`src/rtl/fetch_prefetch_queue.sv`:
```
// Fetch prefetch queue: sequential req/ack instruction fetch into a small PC+instr FIFO,
// with head presented to decode and flush/refetch on an Execute-stage redirect.
module fetch_prefetch_queue #(
  parameter int unsigned           word_width = 32,
  parameter int unsigned           depth      = 4,
  parameter logic [word_width-1:0] reset_pc   = '0
) (
  input  logic                  clk,
  input  logic                  reset,
  output logic                  imem_req,
  output logic [word_width-1:0] imem_addr,
  input  logic                  imem_ack,
  input  logic [word_width-1:0] imem_rdata,
  input  logic                  StallF,
  input  logic                  PCSrcE,
  input  logic [word_width-1:0] PCTargetE,
  output logic                  validF,
  output logic [word_width-1:0] instrF,
  output logic [word_width-1:0] PCF,
  output logic [word_width-1:0] PCPlus4F
);

  localparam int unsigned           AW   = (depth > 1) ? $clog2(depth) : 1;
  localparam int unsigned           CW   = AW + 1;
  localparam logic [word_width-1:0] STEP = word_width'(4);

  logic                  r_req;
  logic [word_width-1:0] r_addr;
  logic [word_width-1:0] r_fetch_pc;
  logic [CW-1:0]         r_count;
  logic                  r_discard;
  logic [AW-1:0]         r_head;
  logic [AW-1:0]         r_tail;
  logic [word_width-1:0] r_pc_q    [depth];
  logic [word_width-1:0] r_instr_q [depth];

  logic                  w_ack;
  logic                  w_enq;
  logic                  w_deq;
  logic                  w_slot_free;
  logic                  w_issue;
  logic                  w_valid;
  logic [word_width-1:0] w_target;
  logic [CW-1:0]         w_count_next;

  // Handshake and queue bookkeeping; a redirect overrides both enqueue and dequeue.
  always_comb begin
    w_ack        = imem_ack && r_req;
    w_valid      = (r_count != '0);
    w_enq        = w_ack && !r_discard && !PCSrcE;
    w_deq        = w_valid && !StallF && !PCSrcE;
    w_slot_free  = !r_req || w_ack;
    w_target     = PCTargetE & ~word_width'(3);
    w_count_next = PCSrcE ? '0 : (r_count + CW'(w_enq) - CW'(w_deq));
    w_issue      = w_slot_free && (w_count_next < CW'(depth));
  end

  always_ff @(posedge clk) begin
    if (reset) begin
      r_req      <= 1'b0;
      r_addr     <= reset_pc;
      r_fetch_pc <= reset_pc;
      r_count    <= '0;
      r_discard  <= 1'b0;
      r_head     <= '0;
      r_tail     <= '0;
    end else begin
      r_count <= w_count_next;
      if (PCSrcE) begin
        r_head <= '0;
        r_tail <= '0;
      end else begin
        if (w_deq) r_head <= r_head + AW'(1);
        if (w_enq) r_tail <= r_tail + AW'(1);
      end

      if (PCSrcE) begin
        if (w_slot_free) begin
          r_req      <= 1'b1;
          r_addr     <= w_target;
          r_fetch_pc <= w_target + STEP;
          r_discard  <= 1'b0;
        end else begin
          // Outstanding request must complete untouched; its data is dropped later.
          r_discard  <= 1'b1;
          r_fetch_pc <= w_target;
        end
      end else begin
        if (w_ack) r_discard <= 1'b0;
        if (w_issue) begin
          r_req      <= 1'b1;
          r_addr     <= r_fetch_pc;
          r_fetch_pc <= r_fetch_pc + STEP;
        end else if (w_ack) begin
          r_req <= 1'b0;
        end
      end
    end
  end

  // FIFO storage needs no reset; occupancy is tracked by r_count.
  always_ff @(posedge clk) begin
    if (!reset && w_enq) begin
      r_pc_q[r_tail]    <= r_addr;
      r_instr_q[r_tail] <= imem_rdata;
    end
  end

  assign imem_req  = r_req;
  assign imem_addr = r_addr;
  assign validF    = w_valid;
  assign instrF    = w_valid ? r_instr_q[r_head] : '0;
  assign PCF       = w_valid ? r_pc_q[r_head] : '0;
  assign PCPlus4F  = w_valid ? (r_pc_q[r_head] + STEP) : '0;

endmodule

```
`config.mk`:
```
export PLATFORM = sky130hd
export DESIGN_NAME = fetch_prefetch_queue
export DESIGN_NICKNAME = d
export VERILOG_FILES = /design/src/rtl/fetch_prefetch_queue.sv
export SDC_FILE = /design/constraint.sdc
export NUM_CORES = 1
export LEC_CHECK = 0
export ABC_AREA = 1
export BUFFER_PORTS_ARGS = -buffer_cell sky130_fd_sc_hd__buf_2
export CAP_MARGIN = 20
export CORE_ASPECT_RATIO = 1.2
export CORE_MARGIN = 2
export CORE_UTILIZATION = 55
export CTS_BUF_LIST = sky130_fd_sc_hd__clkbuf_4 sky130_fd_sc_hd__clkbuf_8
export DETAILED_ROUTE_END_ITERATION = 10
export GPL_ROUTABILITY_DRIVEN = 0
export PLACE_DENSITY = 0.83
export SLEW_MARGIN = 10
export SYNTH_ARGS = -nofsm -noshare
export SYNTH_HDL_FRONTEND = slang
export SYNTH_SLANG_ARGS = --single-unit
```
`constraint.sdc`:
```
create_clock -name clk -period 4.9 [get_ports clk]
set_input_delay 0.98 -clock clk [delete_from_list [all_inputs] [get_ports clk]]
set_output_delay 0.98 -clock clk [all_outputs]
set_load 0.02 [all_outputs]
```
-- Yosys cells after proc, flatten, opt, wreduce, memory -nomap -nowiden
Memories as Yosys holds them, arrays and structs flattened. A register that Yosys moved wholly into a read port is not among the register bits.
Cells that the tools add are included.
W data, S select, Z words.
- RAM bits: 256
- register bits: 73
- bits of input ports: 69
- output and inout bits: 130
- memories kept: 2
- word-level logic and storage cells: 60
- memories (memory ; words ; bits a word ; read ports ; clocked after memory_dff ; write ports ; line ; text):
    r_instr_q ; 4 ; 32 ; 1 ; 1 ; 1 ; 35 ; logic [word_width-1:0] r_instr_q [depth];
    r_pc_q ; 4 ; 32 ; 1 ; 1 ; 1 ; 34 ; logic [word_width-1:0] r_pc_q [depth];
- $add $sub $neg: 7
- equal/unequal tests: 1
- magnitude comparators: 1
- muxes and demuxes: 22
- reduce and logical (&&, ||, !) cells: 20
- operators with widths (operator ; number):
    $mux W32 ; 9
    $add A32 B3 Y32 const B ; 3
    $mux W1 ; 8
    $mux W2 ; 4
    $logic_and A1 B1 Y1 ; 7
    $reduce_bool A3 Y1 ; 2
    $logic_not A1 Y1 ; 5
    $add A2 B1 Y2 const B ; 2
    $reduce_and A2 Y1 ; 2
    $reduce_bool A2 Y1 ; 2
    $add A3 B1 Y3 ; 1
    $lt A3 B3 Y1 const B ; 1
    $mux W3 ; 1
    $sub A3 B1 Y3 ; 1
    $ne A2 B1 Y1 const B ; 1
    $reduce_or A2 Y1 ; 1
    $logic_or A1 B1 Y1 ; 1

-- Longest topological paths before layout
- word-level depth: 10
- depth in mapped cells: 18
- gate-level depth less buffers: 18

-- Worst setup path before layout
Ideal clock, no wire load.
- kind: in2reg
- from: in PCSrcE
- to: mem r_instr_q[0][0] (enable)
- path buffers: 1
- path slack: 0.304 ns
- arrival: 4.112 ns
- data required time: 4.416 ns
- library setup time: 0.484 ns
- stages: 4
- cells stage by stage: clkbuf_1 nor2_1 nand3_1 nor2_1
- word-level cells in the longest chain between the ends: 5
- RTL lines (what ; line ; text):
    start: declaration ; 15 ; input logic PCSrcE,
    $logic_not A1 Y1 ; 50 ; w_enq = w_ack && !r_discard && !PCSrcE;
    $logic_and A1 B1 Y1 ; 50 ;
    $logic_and A1 B1 Y1 ; 103 ; if (!reset && w_enq) begin
    $mux W1 ; 103 ;
    $mux W1 (implied by the code) ; 105 ; r_instr_q[r_tail] <= imem_rdata;
    end: declaration ; 35 ;
Every way passes these cells.

==> results.py <==
metrics = {
    "outcome": {
        "status": "finished, final reports clean",
    },
    "setup_path": {
        "crit_path_end_kind": "output port",
        "criticalPathCategory": "flip-flop to output port",
        "r2r_end": "r_fetch_pc[23]",
        "worstPathArrival_ns": 3.43,
        "crit_family": "simple AND/OR/NAND/NOR gates",
        "cp_max_fo": 27,
        "crit_top_cell": "nand2_1",
        "r2r_start": "r_count[1]",
        "reg2reg_depth": 19,
        "r2r_slack_ns": 1.57,
        "slowest_stage": "dfxtp_2",
        "startpoint_type": "flip-flop",
        "slowest_delay_ns": 0.72,
        "crit_chain": "inv_2 > buf_4 > nand3_1 > nand2_1 > nor2_1 > nand2_1 > nor2_2 > nand2_2 > nor2_2 > o21ai_0 > nand2_1 > inv_1 > buf_2",
        "required_ns": 3.92,
        "crit_buf_inv": 4,
    },
    "yosys": {
        "synth_edf_count": 252,
        "synth_fp_nets": 2043,
        "synthFlopType": "edfxtp_1",
        "synth_cell_types": 41,
        "synthesis.instances": 1964,
        "netlist_area_mm2": 0.0162,
        "syn_avg_cell_area_um2": 8.26,
        "ys_seq_area_share_pct": 55.5,
        "synthArstFlopShare_pct": 0,
        "yosysWarnings": 0,
        "ys_ff_latch": 324,
    },
    "placement": {
        "pre_cts_ws_ns": 0.891,
        "dp_hpwl_um": 29100,
        "portBuffers": 196,
        "dp.cells": 2476,
        "place_area_mm2": 0.0175,
    },
    "global_routing": {
        "grtUsageTotal_pct": 27.7,
        "first_global_vias": 13483,
        "grt-ovfl-total": 0,
        "grt_antenna_before_repair": 2,
        "grt_max_degree": 100,
        "grt_pass1_wl_um": 67400,
    },
    "floorplan": {
        "rows": 68,
        "core_mm2": 0.0289,
        "initial_core_util_pct": 56.1,
        "ios": 199,
        "die_width_um": 161,
        "die_h_um": 192,
        "dieArea_mm2": 0.0309,
    },
    "detailed_routing": {
        "initialDrtViolationCount": 1605,
        "drc": 0,
        "wl_per_cell_um": 17.0,
        "ant_nets": 0,
        "wl_um": 43700,
        "drt-pass1-iter-count": 7,
        "dr_total_vias": 14507,
        "via_per_inst": 5.64,
    },
    "timing": {
        "layout_min_cycle_time_ns": 4.41,
        "hold_viol_final": 0,
        "whs_ns": 0.489,
        "worst_slew_pin_slew_ns": 1.04,
        "setup_viol": 0,
        "slew_headroom_pct": 30.4,
        "period_share_pct": 90.0,
        "layout_setup_ws_ns": 0.492,
        "tns_ns": 0,
        "fmax_mhz": 227,
        "finalMaxSlewViolations": 0,
        "rsz0062_at_grt": "false",
        "skew_ns": 0.0229,
    },
    "power_and_ir_drop": {
        "leakagePower_nw": 7.78,
        "power.density_mw_per_mm2": 316,
        "irDropWorstVdd_uv": 202,
        "finalPower_mw": 5.86,
    },
    "clocking": {
        "numCtsBuffers": 49,
        "ctsRootBufferMaster": "clkbuf_8",
        "cts_hold_buf": 0,
        "cts_resized": 0,
        "cts.path.max_buffers": 3,
        "clk_pin_slew_ns": 0.07,
        "post-cts-setup-buffers": 0,
        "clock_latency_ns": 0.59,
        "cts_sinks": 324,
        "cts_tree": "yes",
        "htreeDepth": 2,
    },
    "flow_run": {
        "maxCapViolations": 0,
    },
    "finish": {
        "nets": 2221,
        "final_cell_count_no_fill": 2570,
        "fin_area_mm2": 0.0185,
        "layout-drive-gt1-share_pct": 15.8,
        "final_util_pct": 64.0,
        "synthToLayoutAreaGrowth_pct": 14.1,
    },
    "hold_path": {
        "hold_start": "r_fetch_pc[31]",
        "hold_depth": 2,
        "hold_path_class": "flip-flop to flip-flop",
        "holdPathEnd": "imem_addr[31]",
    },
}
worst min-delay path: stages (launching register included):
cell and delay [ns]:
dfxtp_1 0.31, nand2_1 0.06, a31oi_1 0.07
how the worst max path moves through the flow:
stage	slack [ns]	end	cells past startpoint	from
global route	0.28	PCPlus4F[28]	12	flip-flop
global placement	0.99	r_fetch_pc[23]	18	PCSrcE
detailed placement	0.89	r_fetch_pc[23]	18	PCSrcE
finish	0.49	PCPlus4F[18]	13	flip-flop
CTS	0.53	PCPlus4F[24]	12	flip-flop
floorplan	0.30	r_instr_q[0][0]	4	PCSrcE
state kept, by name, summed over array words and instances, names as in the netlist, named ones only:
signal	flops
r_fetch_pc	30
r_instr_q	128
r_discard	1
imem_req	1
r_head	2
r_pc_q	124
r_count	3
r_tail	2
imem_addr	31
cells in the mapped netlist (18+ instances only):
master	count	share of area, %
nand2_1	554	13
nand4_1	23	0.89
nor2_1	341	7.9
inv_1	138	3.2
dfxtp_1	72	8.9
a31oi_1	25	0.96
buf_2	18	0.56
a21oi_1	94	2.9
nand3_1	139	4.3
edfxtp_1	252	47
o21ai_0	144	4.4
clkbuf_1	38	0.88
cells by family after synthesis:
group           after synthesis  synth area share, %
buf+inv                     231                 6.01
fa+ha+maj                    10                0.818
simple gates               1106                 27.8
flops                       324                 55.5
xor+xnor                     16                0.864
compound gates              277                 8.98
routing by layer:
layer,global-route usage [%],share of wire (%),vias up
met5,0,0,-
met4,16.2,5.2,0
met3,4.51,9.9,175
met2,46.8,47,834
met1,33.8,38,6592
li1,-,-,6906
where the power goes:
part	switching (mW)	leakage, nW	total, mW	internal, mW
Clock	1.06	0.553	2.32	1.25
Combinational	0.307	4.33	0.440	0.133
Sequential	0.0736	2.89	3.10	3.02
Total	1.44	7.78	5.86	4.41
cells in the final DEF, fill, tap and decap left out, types with 3 or more instances in the layout:
master,instances
edfxtp_1,252
nand3_1,139
nor2_1,336
buf_4,19
nor2_2,12
clkbuf_4,9
nand2_2,10
a31oi_1,25
xor2_1,13
nor2_4,7
inv_1,138
a21oi_1,94
nand2_1,554
ha_1,9
clkbuf_8,57
nor3_1,15
inv_2,3
o211ai_1,4
nand4_1,23
buf_2,196
clkinv_1,5
or2_2,3
o21ai_0,144
clkinv_2,13
dfxtp_1,70
clkinvlp_4,4
xnor2_1,3
area by class of cell:
cell class | instances | area [um2]
Antenna cell | 2 | 5.00
Clock buffer | 66 | 852
Clock inverter | 26 | 206
Fill cell | 2321 | 10400
Inverter | 142 | 536
Multi-Input combinational cell | 1409 | 6280
Sequential cell | 324 | 9010
Tap cell | 385 | 482
Timing Repair Buffer | 216 | 1140
Note: power is estimated with default switching activity, not from simulation.
